==> config.mk <==
export PLATFORM = sky130hd
export DESIGN_NAME = counter_seq_ctrl
export DESIGN_NICKNAME = d
export VERILOG_FILES = /design/src/rtl/counter_seq_ctrl.sv
export SDC_FILE = /design/constraint.sdc
export NUM_CORES = 1
export LEC_CHECK = 0
export BUFFER_PORTS_ARGS = -buffer_cell sky130_fd_sc_hd__buf_2
export CAP_MARGIN = 30
export CORE_MARGIN = 4
export CORE_UTILIZATION = 50
export CTS_CLUSTER_DIAMETER = 120
export CTS_CLUSTER_SIZE = 10
export DETAILED_ROUTE_END_ITERATION = 10
export MAX_ROUTING_LAYER = met4
export PLACE_DENSITY = 0.86
export SLEW_MARGIN = 20
export SYNTH_ARGS = -nofsm -noshare
export SYNTH_HDL_FRONTEND = slang
export SYNTH_SLANG_ARGS = --single-unit
export TNS_END_PERCENT = 20
==> constraint.sdc <==
create_clock -name clk -period 1.75 [get_ports clk]
set_input_delay 0.175 -clock clk [delete_from_list [all_inputs] [get_ports clk]]
set_output_delay 0.175 -clock clk [all_outputs]
set_load 0.005 [all_outputs]
==> src/rtl/counter_seq_ctrl.sv <==
// rtl/counter_seq_ctrl.sv - command sequencer driving the 8-bit up-counter through a prescaler
// Optional pause input enabled by defining CNT_SEQ_PAUSE_EN.
module counter_seq_ctrl #(
   parameter int WIDTH      = 8,
   parameter int PRESCALE_W = 4
) (
   input  logic                  clk,
   input  logic                  rst_n,
   input  logic                  cmd_valid,
   output logic                  cmd_ready,
   input  logic [1:0]            cmd_op,
   input  logic [WIDTH-1:0]      cmd_arg,
   input  logic [PRESCALE_W-1:0] cfg_div,
   input  logic [WIDTH-1:0]      cnt_val,
   output logic                  cnt_clr,
   output logic                  cnt_inc,
   output logic                  busy,
   output logic                  done,
   output logic                  wrap,
`ifdef CNT_SEQ_PAUSE_EN
   output logic                  err,
   input  logic                  pause
`else
   output logic                  err
`endif
);

   typedef enum logic [1:0] {S_IDLE, S_CLEAR, S_RUN, S_DONE} state_t;

   localparam logic [1:0] OP_RUN_TO   = 2'b01;
   localparam logic [1:0] OP_PERIODIC = 2'b10;
   localparam logic [1:0] OP_STOP     = 2'b11;

   state_t                  state_q, state_d;
   logic [WIDTH-1:0]        limit_q, limit_d;
   logic [PRESCALE_W-1:0]   div_q, div_d;
   logic [PRESCALE_W-1:0]   pcnt_q, pcnt_d;
   logic                    periodic_q, periodic_d;
   logic                    err_q, err_d;
   logic                    pause_w;
   logic                    accept, is_start, is_stop;

`ifdef CNT_SEQ_PAUSE_EN
   assign pause_w = pause;
`else
   assign pause_w = 1'b0;
`endif

   assign cmd_ready = (state_q == S_IDLE) || (state_q == S_RUN);
   assign accept    = cmd_valid && cmd_ready;
   assign is_start  = (cmd_op == OP_RUN_TO) || (cmd_op == OP_PERIODIC);
   assign is_stop   = (cmd_op == OP_STOP);
   assign busy      = (state_q != S_IDLE);
   assign err       = err_q;

   always_ff @(posedge clk) begin
      if (!rst_n) begin
         state_q    <= S_IDLE;
         limit_q    <= '0;
         div_q      <= '0;
         pcnt_q     <= '0;
         periodic_q <= 1'b0;
         err_q      <= 1'b0;
      end else begin
         state_q    <= state_d;
         limit_q    <= limit_d;
         div_q      <= div_d;
         pcnt_q     <= pcnt_d;
         periodic_q <= periodic_d;
         err_q      <= err_d;
      end
   end

   always_comb begin
      state_d    = state_q;
      limit_d    = limit_q;
      div_d      = div_q;
      pcnt_d     = pcnt_q;
      periodic_d = periodic_q;
      err_d      = err_q;
      cnt_clr    = 1'b0;
      cnt_inc    = 1'b0;
      done       = 1'b0;
      wrap       = 1'b0;
      case (state_q)
         S_IDLE: begin
            if (accept && is_start) begin
               limit_d    = cmd_arg;
               div_d      = cfg_div;
               periodic_d = (cmd_op == OP_PERIODIC);
               err_d      = 1'b0;
               state_d    = S_CLEAR;
            end
         end
         S_CLEAR: begin
            cnt_clr = 1'b1;
            pcnt_d  = '0;
            state_d = S_RUN;
         end
         S_RUN: begin
            // A STOP suppresses every strobe, even on a tick at the limit.
            if (accept && is_stop) begin
               pcnt_d  = '0;
               state_d = S_IDLE;
            end else begin
               if (accept && is_start) err_d = 1'b1;
               if (!pause_w) begin
                  if (pcnt_q == div_q) begin
                     pcnt_d = '0;
                     if (cnt_val != limit_q) begin
                        cnt_inc = 1'b1;
                     end else if (periodic_q) begin
                        cnt_clr = 1'b1;
                        wrap    = 1'b1;
                     end else begin
                        state_d = S_DONE;
                     end
                  end else begin
                     pcnt_d = pcnt_q + 1'b1;
                  end
               end
            end
         end
         S_DONE: begin
            done    = 1'b1;
            state_d = S_IDLE;
         end
         default: state_d = S_IDLE;
      endcase
   end

endmodule

==> results of run 1 <==
through the flow:
stage / setup TNS, ps / instance area [um2] / instances
after floorplan: 0 / 1090 / 126
after detailed placement: 0 / 1270 / 182
after CTS: 0 / 1330 / 187
after global routing: -55.1 / 1370 / 187
after global placement: 0 / 1270 / 182
final: 0 / 1370 / 187
what timing repair did:
item                       4_1_cts  5_1_grt
resized for setup                8       10
setup endpoints to repair        2        3
buffers inserted                 2        0
hold endpoints to repair         0        0
pin swaps                        0        3
tightest hold or removal path: cells and delay by family:
kind | cells | cell delay, ps
AO/OA/AOI/OAI | 1 | 50
AND/OR/NAND/NOR | 1 | 40
buffers and inverters | 1 | 90
how the worst max path moves through the flow:
| stage | to | start | slack (ps) |
|---|---|---|---|
| after detailed placement | pcnt_q[3] | state_q[0] | 120 |
| after floorplan | pcnt_q[0] | state_q[0] | 260 |
| after global placement | pcnt_q[2] | state_q[0] | 230 |
| after CTS | cnt_clr | state_q[0] | 30 |
| after global routing | cnt_clr | state_q[1] | -30 |
| final | cnt_clr | state_q[0] | 40 |
registers in the layout, summed over array words and instances, names as in the netlist:
| signal | flops |
|---|---|
| limit_q | 8 |
| div_q | 4 |
| pcnt_q | 4 |
| state_q | 2 |
| err | 1 |
| periodic_q | 1 |
layout make-up:
type / instances / area (um2) / area share, %
clock buffer: 3 / 22.5 / 1.65
inverter: 5 / 18.8 / 1.37
multi-input combinational: 97 / 696 / 50.8
sequential: 20 / 413 / 30.2
tap: 27 / 33.8 / 2.47
timing repair buffer: 35 / 185 / 13.5
cell families (layout without fill, tap and decap cells):
| logic type | Yosys count | in the layout | synth area share [%] |
|---|---|---|---|
| AND/OR/NAND/NOR | 49 | 49 | 20.4 |
| multiplexers | 1 | 1 | 0.922 |
| adder cells (fa/ha/maj) | 7 | 7 | 8.06 |
| AO/OA/AOI/OAI | 25 | 25 | 17.9 |
| buffers and inverters | 9 | 43 | 3.80 |
| flip-flops | 20 | 20 | 36.9 |
| XOR/XNOR | 15 | 15 | 12.1 |
power groups by stage:
stage / clock, mW / combinational (mW) / sequential (mW)
6_report: 0.215 / 0.607 / 0.581
4_1_cts: 0.222 / 0.585 / 0.571
5_1_grt: 0.241 / 0.669 / 0.589
3_5_place_dp: 0 / 0.512 / 0.585
2_1_floorplan: 0 / 0.360 / 0.571
3_3_place_gp: 0 / 0.485 / 0.578
routing by layer:
metal	vias to the layer above	routed length [um]	track usage [%]
li1	492	-	-
met5	-	0	-
met3	6	132	4.90
met2	32	1170	32.9
met4	0	55	13.3
met1	455	1030	19.1
Yosys cell counts (all sizes together):
| cell | n |
|---|---|
| dfxtp | 20 |
| o311a | 2 |
| clkbuf | 2 |
| nand4 | 4 |
| o21ai | 3 |
| o211a | 1 |
| inv | 5 |
| nand2 | 30 |
| and3 | 1 |
| nor2b | 1 |
| a21boi | 14 |
| and2 | 1 |
| nand2b | 1 |
| xnor2 | 13 |
| nor2 | 8 |
| nor3 | 1 |
| or2 | 1 |
| o31a | 1 |
| ha | 7 |
| a41oi | 1 |
| nor4 | 1 |
| a32o | 1 |
| xor2 | 2 |
| buf | 2 |
| a21bo | 1 |
| mux2i | 1 |
| a21oi | 1 |
cell usage in the layout, fill, tap and decap left out, types with 2 or more instances in the layout:
cell,Yosys,routed
a21boi_0,12,12
a21boi_1,2,2
buf_2,0,31
buf_4,2,4
clkbuf_4,0,3
dfxtp_1,20,12
dfxtp_2,0,7
ha_1,7,5
inv_1,5,4
nand2_1,30,30
nand4_1,4,4
nor2_1,7,6
o21ai_0,3,3
o311a_1,2,2
xnor2_1,13,10
xnor2_2,0,3
xor2_1,2,2
==> results by group, run 1 <==
Placed design
  • GPL Wtd Cong: between 0.7 and 0.8
  • PortBufs: 31
  • Dpl hpwl: 1.81 mm
  • Setup WS pre-CTS: 119 ps

CTS
  • Clock Root Buffer: clkbuf_4
  • H-tree levels: 1
  • CTS tree: done
  • Clock latency on the worst-skew pair: approximately 300 ps
  • Hold buffer count at cts: 0
  • CTS sink cnt: 20
  • CTS clk-pin slew, worst paths: 100 ps
  • CTS Buffer Depth: 2
  • Cts bufs inserted: 3

Min path
  • Hold_sp: cfg_div[1]
  • Min-delay worst type: in2reg
  • Hold EP: div_q[1]
  • Hold Path Cell Cnt: 3

Power and ir drop
  • Reg power frac: between 40% and 50%
  • Logic pwr share: 43.2%
  • VDD IR max: roughly 0.59 mV
  • Final total power: roughly 1.4 mW
  • Lkg Pwr: 0.576 nW
  • PD cells: 1020 nW/um2
  • NetSw: approximately 0.5 mW
  • Sw Share: 36.0%
  • Int Pwr: 0.898 mW
  • Clock Power Share: 15.3%

Timing
  • Final Max Slew Viols: 0
  • Worst-margin pin slew: 459 ps
  • Tightest hold margin: about 98 ps
  • Slew margin rel.: just under 70%
  • RSZ-0062 raised after global routing: yes
  • Final setup fails: 0
  • Max frequency: just under 0.6 GHz
  • Final WS setup: between 40 and 50 ps
  • Tcrit/Tclk final: a little over nine tenths
  • Final hold vios: 0
  • Clock Skew: 7.74 ps
  • Tmin final: approximately 1700 ps

Worst setup path
  • Register-to-Register Setup Slack: between 200 and 300 ps
  • Cells along the critical path: inv_2 > ha_2 > a21bo_4 > nor2_4 > a32o_1 > buf_2
  • Worst path max stage delay: around 360 ps
  • Stages on worst setup path: 6
  • Crit Path Max Fanout: 7
  • Reg2Reg Capture Point: pcnt_q[3]
  • Critical path buffer and inverter count: 2
  • Worst reg-to-reg path cell count: 6
  • Worst Path Arrival: 1530 ps
  • Crit path max-delay family: compound AO/OA/AOI/OAI gates
  • Slowest cell on crit path: dfxtp_4
  • Crit path launch type: flop
  • Reg-to-Reg Start: state_q[1]
  • Crit. End Element: output port
  • Worst path required time: between 1500 and 2000 ps
  • Critical path class: reg2out

Global route
  • Global-route wire length before repair: approximately 4 mm
  • Pin count of the biggest net entering global routing: 18
  • Number of global-route vias before repair: a little under 1000
  • Total track usage: just under 20%
  • Initial antenna violation count: 0
  • GRT overflow: 0

Cells and area
  • Post-layout util: slightly below 70%
  • Filler cells: between 150 and 200
  • N_diodes: 0
  • Share of cells above drive strength 1: 36.9%
  • Nets@finish: about 190
  • Layout overhead on the synthesized area: 26.0%

Synth
  • Synth Cell Area: between 1000 and 1500 um2
  • Post-synth top area share: around 37%
  • Syn avg cell area: between 8 and 9 um2
  • Distinct cells, synth: 29
  • Synth top area cells: dfxtp_1 37%, xnor2_1 10%, nand2_1 10%
  • Seq cells post-synth: 20
  • Yosys warns: 0
  • Cell count after synthesis: between 100 and 150
  • Cell taking the most area after synthesis: dfxtp_1
  • Syn_nets: ~160
  • Sequential area share after synthesis: 36.9%

Detailed routing
  • DR iter-0 viols: 7
  • First-pass DRT Iterations: 4
  • DRC viols: 0
  • Vias: approximately 990
  • Post-DRT Antenna Nets: 0
  • Via-to-Cell Ratio: roughly 5.3
  • Routed wire length per instance: between 10 and 15 um
  • Drt total wl: around 2.4 mm

Die
  • Area of the die: 2980 um2
  • Initial Util: roughly 54%
  • Core footprint: about 2000 um2
  • Site Rows: 16
  • Die width: 54.6 um
  • I/O pins: 32
  • Die H: between 50 and 60 um

Outcome
  • Status: finished, final reports clean

Job
  • Max capacitance violation total: 0
(Power assumes the default switching activity.)
==> inputs of run 2 (changes only) <==
--- a/config.mk
+++ b/config.mk
@@ -5,10 +5,11 @@
 export SDC_FILE = /design/constraint.sdc
 export NUM_CORES = 1
 export LEC_CHECK = 0
+export ABC_AREA = 1
 export BUFFER_PORTS_ARGS = -buffer_cell sky130_fd_sc_hd__buf_2
 export CAP_MARGIN = 30
 export CORE_MARGIN = 4
-export CORE_UTILIZATION = 50
+export CORE_UTILIZATION = 51
 export CTS_CLUSTER_DIAMETER = 120
 export CTS_CLUSTER_SIZE = 10
 export DETAILED_ROUTE_END_ITERATION = 10
==> run 2 against run 1 <==
Net effect: the flow now finishes with violations (negative setup slack); global-route usage shrank 0.86 points; core utilization grew 5.8 points; non-clock buffer count grew 8; final cell count grew 27%; combinational power grew 49%; register-to-register slack lost 210 ps; die area grew 3.5%; sequential share of layout area shrank 2.6 points; critical path type unchanged; largest cell class unchanged.
==> results by group, run 2 <==
Synth
  • Syn_nets: 199
  • Distinct cells, synth: 22
  • Post-synth top area share: between 30% and 40%
  • Post-synth EDFFs: 0
  • Most frequent cell after synthesis: nand2_1
  • Yosys warns: 0
  • Synth cell count leaders: 38 x nand2_1, 27 x inv_1, 20 x dfxtp_1
  • Synth Cell Area: roughly 1200 um2
  • Cell taking the most area after synthesis: dfxtp_1
  • FFs w/ async S/R, synth: 0%
  • Synth top area cells: dfxtp_1 35%, nand2_1 12%, inv_1 8.8%
  • Top_reg_cell synth: dfxtp_1
  • Sequential area share after synthesis: 34.7%
  • Seq cells post-synth: 20
  • Cell count after synthesis: 167
  • Syn avg cell area: about 6.9 um2

Timing
  • Clock Skew: around 10 ps
  • Final WS setup: -17.2 ps
  • Tcrit/Tclk final: 101%
  • Final Max Slew Viols: 0
  • Worst-margin pin slew: between 300 and 400 ps
  • Max frequency: roughly 0.57 GHz
  • Tmin final: 1770 ps
  • Tightest hold margin: 77.1 ps
  • Final setup fails: 1
  • Final hold vios: 0
  • Slew margin rel.: roughly four fifths
  • Setup TNS: -17.2 ps
  • RSZ-0062 raised after global routing: yes

Power and ir drop
  • Reg power frac: roughly a third
  • Lkg Pwr: between 0.7 and 0.8 nW
  • Logic pwr share: between 40% and 50%
  • Sw Share: 38.7%
  • Int Pwr: 1.20 mW
  • VDD IR max: between 0.9 and 1 mV
  • PD cells: between 1000 and 1500 nW/um2
  • NetSw: 0.755 mW
  • Clock Power Share: 19.8%

Detailed routing
  • Vias: between 1000 and 1500
  • DR iter-0 viols: 27
  • Via-to-Cell Ratio: ~5
  • First-pass DRT Iterations: 4
  • DRC viols: 0
  • Post-DRT Antenna Nets: 0
  • Routed wire length per instance: 12.0 um
  • Drt total wl: between 2 and 3 mm

Die
  • Initial Util: a little under three fifths
  • Die width: between 50 and 60 um
  • I/O pins: 32
  • Site Rows: 16
  • Core footprint: about 2100 um2
  • Area of the die: between 3000 and 4000 um2
  • Die H: around 56 um

CTS
  • CTS Buffer Depth: 2
  • Cts bufs inserted: 3
  • CTS tree: done
  • Clock latency on the worst-skew pair: 310 ps
  • CTS sink cnt: 20
  • Clock Root Buffer: clkbuf_4
  • H-tree levels: 1
  • Hold buffer count at cts: 0
  • CTS clk-pin slew, worst paths: 130 ps

Cells and area
  • Reg area: ~420 um2
  • Post-layout util: about three quarters
  • Layout overhead on the synthesized area: 31.5%
  • Largest register FFs: 8
  • Commonest non-fill, non-tap cell in the layout: nand2_1
  • Most frequent cells in the layout: 36 x nand2_1, 31 x buf_2, 24 x inv_1, 16 x nor2_1
  • N_diodes: 0
  • Largest registers: limit_q x8, div_q x4, pcnt_q x4
  • Top reg by flops: limit_q
  • Nets@finish: 244
  • Share of cells above drive strength 1: 36.5%
  • Filler cells: ~150
  • Area of the multi-input gates: approximately 650 um2

Placed design
  • Setup WS pre-CTS: 163 ps
  • Dpl hpwl: 1.96 mm
  • PortBufs: 31
  • GPL Wtd Cong: between 0.8 and 0.9

Worst setup path
  • Crit Path Max Fanout: 2
  • Critical path class: reg2out
  • Crit path launch type: flop
  • Worst Path Arrival: 1590 ps
  • Crit. End Element: output port
  • Worst path required time: about 1600 ps

Global route
  • Number of global-route vias before repair: between 1000 and 1500
  • Initial antenna violation count: 0
  • Pin count of the biggest net entering global routing: 23
  • Global-route wire length before repair: around 4.6 mm
  • Total track usage: a little under a fifth
  • GRT overflow: 0

Min path
  • Min-delay worst type: in2reg

Outcome
  • Failing checks: negative setup slack
  • Status: finished with violations

Job
  • Max capacitance violation total: 0
run 2: cell types whose count changed after synthesis, sizes merged, moves of 2 or more:
cell | previous run | this run
inv | 5 | 31
a21oi | 1 | 16
a21boi | 14 | 0
o21ai | 3 | 17
nor2 | 8 | 20
nand2 | 30 | 41
xnor2 | 13 | 3
nand3 | 0 | 3
nand4 | 4 | 1
o311a | 2 | 0
run 2: per-layer routing:
metal	vias to the layer above	GRT usage (%)	routed length [um]
met5	-	-	0
met4	0	5.90	65
met3	8	2.56	105
met2	34	33.6	1480
met1	553	20.5	1200
li1	604	-	-
run 2: worst paths after layout:
path                            slack, ps        from          to  cells after the start
worst max-delay path                  -20   pcnt_q[2]     cnt_clr                      9
worst min-delay path                   80  cmd_arg[6]  limit_q[6]                      3
worst max register to register         40  state_q[0]  state_q[0]                     11
worst min register to register        470    div_q[3]    div_q[3]                      2
run 2: logic make-up after synthesis:
family	count (synthesis)	synth area share, %
AND/OR/NAND/NOR	66	24.4
AO/OA/AOI/OAI	34	16.4
buffers and inverters	34	12.4
flip-flops	20	34.7
adder cells (fa/ha/maj)	7	7.59
XOR/XNOR	6	4.56
run 2: timing repair:
item / in CTS / in global routing
setup endpoints to repair: 2 / 8
resized for setup: 9 / 14
setup buffers: 4 / 7
pin swaps: 0 / 5
run 2: area by class of cell:
class	instances	share of cell area (%)
Clock buffer	3	1.49
Clock inverter	1	1.98
Inverter	31	7.84
Multi-Input combinational cell	113	42.7
Sequential cell	20	27.6
Tap cell	27	2.23
Timing Repair Buffer	43	16.2
run 2: worst max-delay path, cell delays in order, from the launching register on:
cell     delay, ps
dfxtp_2        350
xor2_1         160
nor2_2         120
nand2_2         80
inv_2           80
nand2_4         60
nor2_4         120
nand2_2         80
a21oi_2        110
buf_2          120
run 2: power by group through the flow:
stage | registers [mW] | clock network [mW] | logic [mW]
CTS | 0.645 | 0.390 | 0.765
detailed placement | 0.650 | 0 | 0.703
finish | 0.659 | 0.386 | 0.906
floorplan | 0.632 | 0 | 0.549
global route | 0.669 | 0.411 | 1.01
global placement | 0.642 | 0 | 0.675
run 2: stage by stage:
step | instance area (um2) | std cells | power, mW
final | 1520 | 238 | 1.95
after global routing | 1520 | 238 | 2.09
after CTS | 1430 | 231 | 1.80
after detailed placement | 1320 | 223 | 1.35
after global placement | 1320 | 223 | 1.32
after floorplan | 1150 | 167 | 1.18
==> inputs of run 3 (changes only) <==
==> constraint.sdc (replaced) <==
create_clock -name clk -period 1.75 [get_ports clk]
set_input_delay 0.175 -clock clk [delete_from_list [all_inputs] [get_ports clk]]
set_output_delay 0.175 -clock clk [all_outputs]
set_load 0.02 [all_outputs]
==> run 3 against run 2 <==
Net effect: the flow still finishes with violations (negative setup slack); final cell count down 2.1%; critical path depth unchanged; non-clock buffer count down 5; highest routed layer unchanged.
==> results by group, run 3 (synthesis gave the netlist of run 2 again) <==
Outcome
  • Status: finished with violations
  • Failing checks: negative setup slack

CTS
  • Hold buffer count at cts: 0
  • Clock latency on the worst-skew pair: around 300 ps
  • CTS tree: done
  • CTS clk-pin slew, worst paths: around 110 ps
  • Clock Root Buffer: clkbuf_4
  • Cts bufs inserted: 3
  • CTS Buffer Depth: 2
  • H-tree levels: 1
  • CTS sink cnt: 20

Timing
  • Final setup fails: 1
  • Tcrit/Tclk final: 104%
  • Worst-margin pin slew: approximately 330 ps
  • Final Max Slew Viols: 0
  • Slew margin rel.: between 70% and 80%
  • Tmin final: 1820 ps
  • Clock Skew: about 3.6 ps
  • Setup TNS: -70.2 ps
  • Final WS setup: -70.2 ps
  • Max frequency: between 0.5 and 0.6 GHz
  • Final hold vios: 0
  • RSZ-0062 raised after global routing: yes

Detailed routing
  • First-pass DRT Iterations: 4
  • DR iter-0 viols: 40
  • Via-to-Cell Ratio: between 4 and 5
  • Post-DRT Antenna Nets: 0
  • Routed wire length per instance: roughly 11 um
  • DRC viols: 0
  • Vias: roughly 1200
  • Drt total wl: 2.64 mm

Power and ir drop
  • VDD IR max: between 0.7 and 0.8 mV
  • PD cells: between 1000 and 1500 nW/um2
  • Lkg Pwr: about 0.74 nW

Cells and area
  • Cell area after layout: 1470 um2
  • Largest registers: limit_q x8, div_q x4, pcnt_q x4
  • Non-filler cells, final: 233
  • Largest register FFs: 8
  • Filler cells: between 150 and 200
  • Layout overhead on the synthesized area: 27.3%
  • Share of cells above drive strength 1: 34.5%
  • Top reg by flops: limit_q
  • Nets@finish: roughly 240
  • Commonest non-fill, non-tap cell in the layout: nand2_1
  • N_diodes: 0
  • Most frequent cells in the layout: 38 x nand2_1, 29 x buf_2, 24 x inv_1, 15 x nor2_1

Min path
  • Min-delay worst type: in2reg
  • Hold_sp: cmd_arg[6]

Global route
  • Initial antenna violation count: 0
  • Global-route wire length before repair: 4.22 mm
  • Total track usage: between 15 and 20%
  • Pin count of the biggest net entering global routing: 23
  • GRT overflow: 0
  • Number of global-route vias before repair: 1071

Die
  • Die H: ~56 um
  • Initial Util: a little under three fifths
  • Die width: about 56 um
  • Area of the die: about 3100 um2
  • Site Rows: 16
  • I/O pins: 32
  • Core footprint: 2060 um2

Worst setup path
  • Critical path startpoint: state_q[0]
  • Crit. End Element: output port
  • Critical path class: reg2out
  • Crit path launch type: flop
  • Reg-to-Reg Start: state_q[0]
  • Crit Path Max Fanout: 3
  • Worst Path Arrival: roughly 1700 ps
  • Worst path required time: around 1600 ps

Placed design
  • Dpl cells: around 220
  • PortBufs: 31
  • Setup WS pre-CTS: about 130 ps
  • Placed Area: about 1300 um2
  • Dpl hpwl: 1.98 mm
  • GPL Wtd Cong: about 0.84

Job
  • Max capacitance violation total: 0
[run 3: layer usage]
layer	wire, um	track usage, %	vias to the layer above
met3	162	5.13	6
met2	1390	31.1	41
met4	27	4.51	0
met1	1060	17.4	508
met5	0	-	-
li1	-	-	596
[run 3: power by group]
group	total, mW	switching [mW]	internal (mW)
clock	0.376	0.145	0.232
combinational	0.871	0.534	0.337
sequential	0.656	0.0791	0.577
[run 3: worst paths after layout]
kind,slack (ps),to,depth (start not counted)
worst min register to register,470,limit_q[5],2
worst max-delay path,-70,cnt_clr,9
worst min-delay path,90,limit_q[6],3
worst max register to register,130,pcnt_q[0],10
[run 3: through the flow]
step	power (mW)	utilization [%]	hold WS [ps]
after global placement	1.37	64.2	402
after CTS	1.83	68.7	77.6
after floorplan	1.23	-	310
after detailed placement	1.41	64.2	407
final	1.90	71.2	89.5
after global routing	2.04	71.2	85.4
[run 3: timing repair]
action / 4_1_cts / 5_1_grt
endpoints found under the hold margin: 0 / 0
setup endpoints to repair: 2 / 2
setup buffers: 2 / 4
pin swaps: 0 / 6
resized for setup: 11 / 11
cloned: 0 / 0
[run 3: worst max-delay path, cell delays in order, from the launching register on]
cell and delay (ps):
dfxtp_2 360, inv_4 70, ha_4 130, inv_2 40, a21oi_2 180, nand2_2 90
nor2_2 110, nand2_1 80, a21oi_2 150, buf_6 130
[run 3: area by class of cell]
class | count | area (um2) | area share, %
Timing Repair Buffer | 38 | 220 | 15.0
Sequential cell | 20 | 415 | 28.3
Inverter | 31 | 119 | 8.09
Tap cell | 27 | 33.8 | 2.30
Clock inverter | 1 | 30.0 | 2.04
Multi-Input combinational cell | 113 | 628 | 42.8
Clock buffer | 3 | 22.5 | 1.53
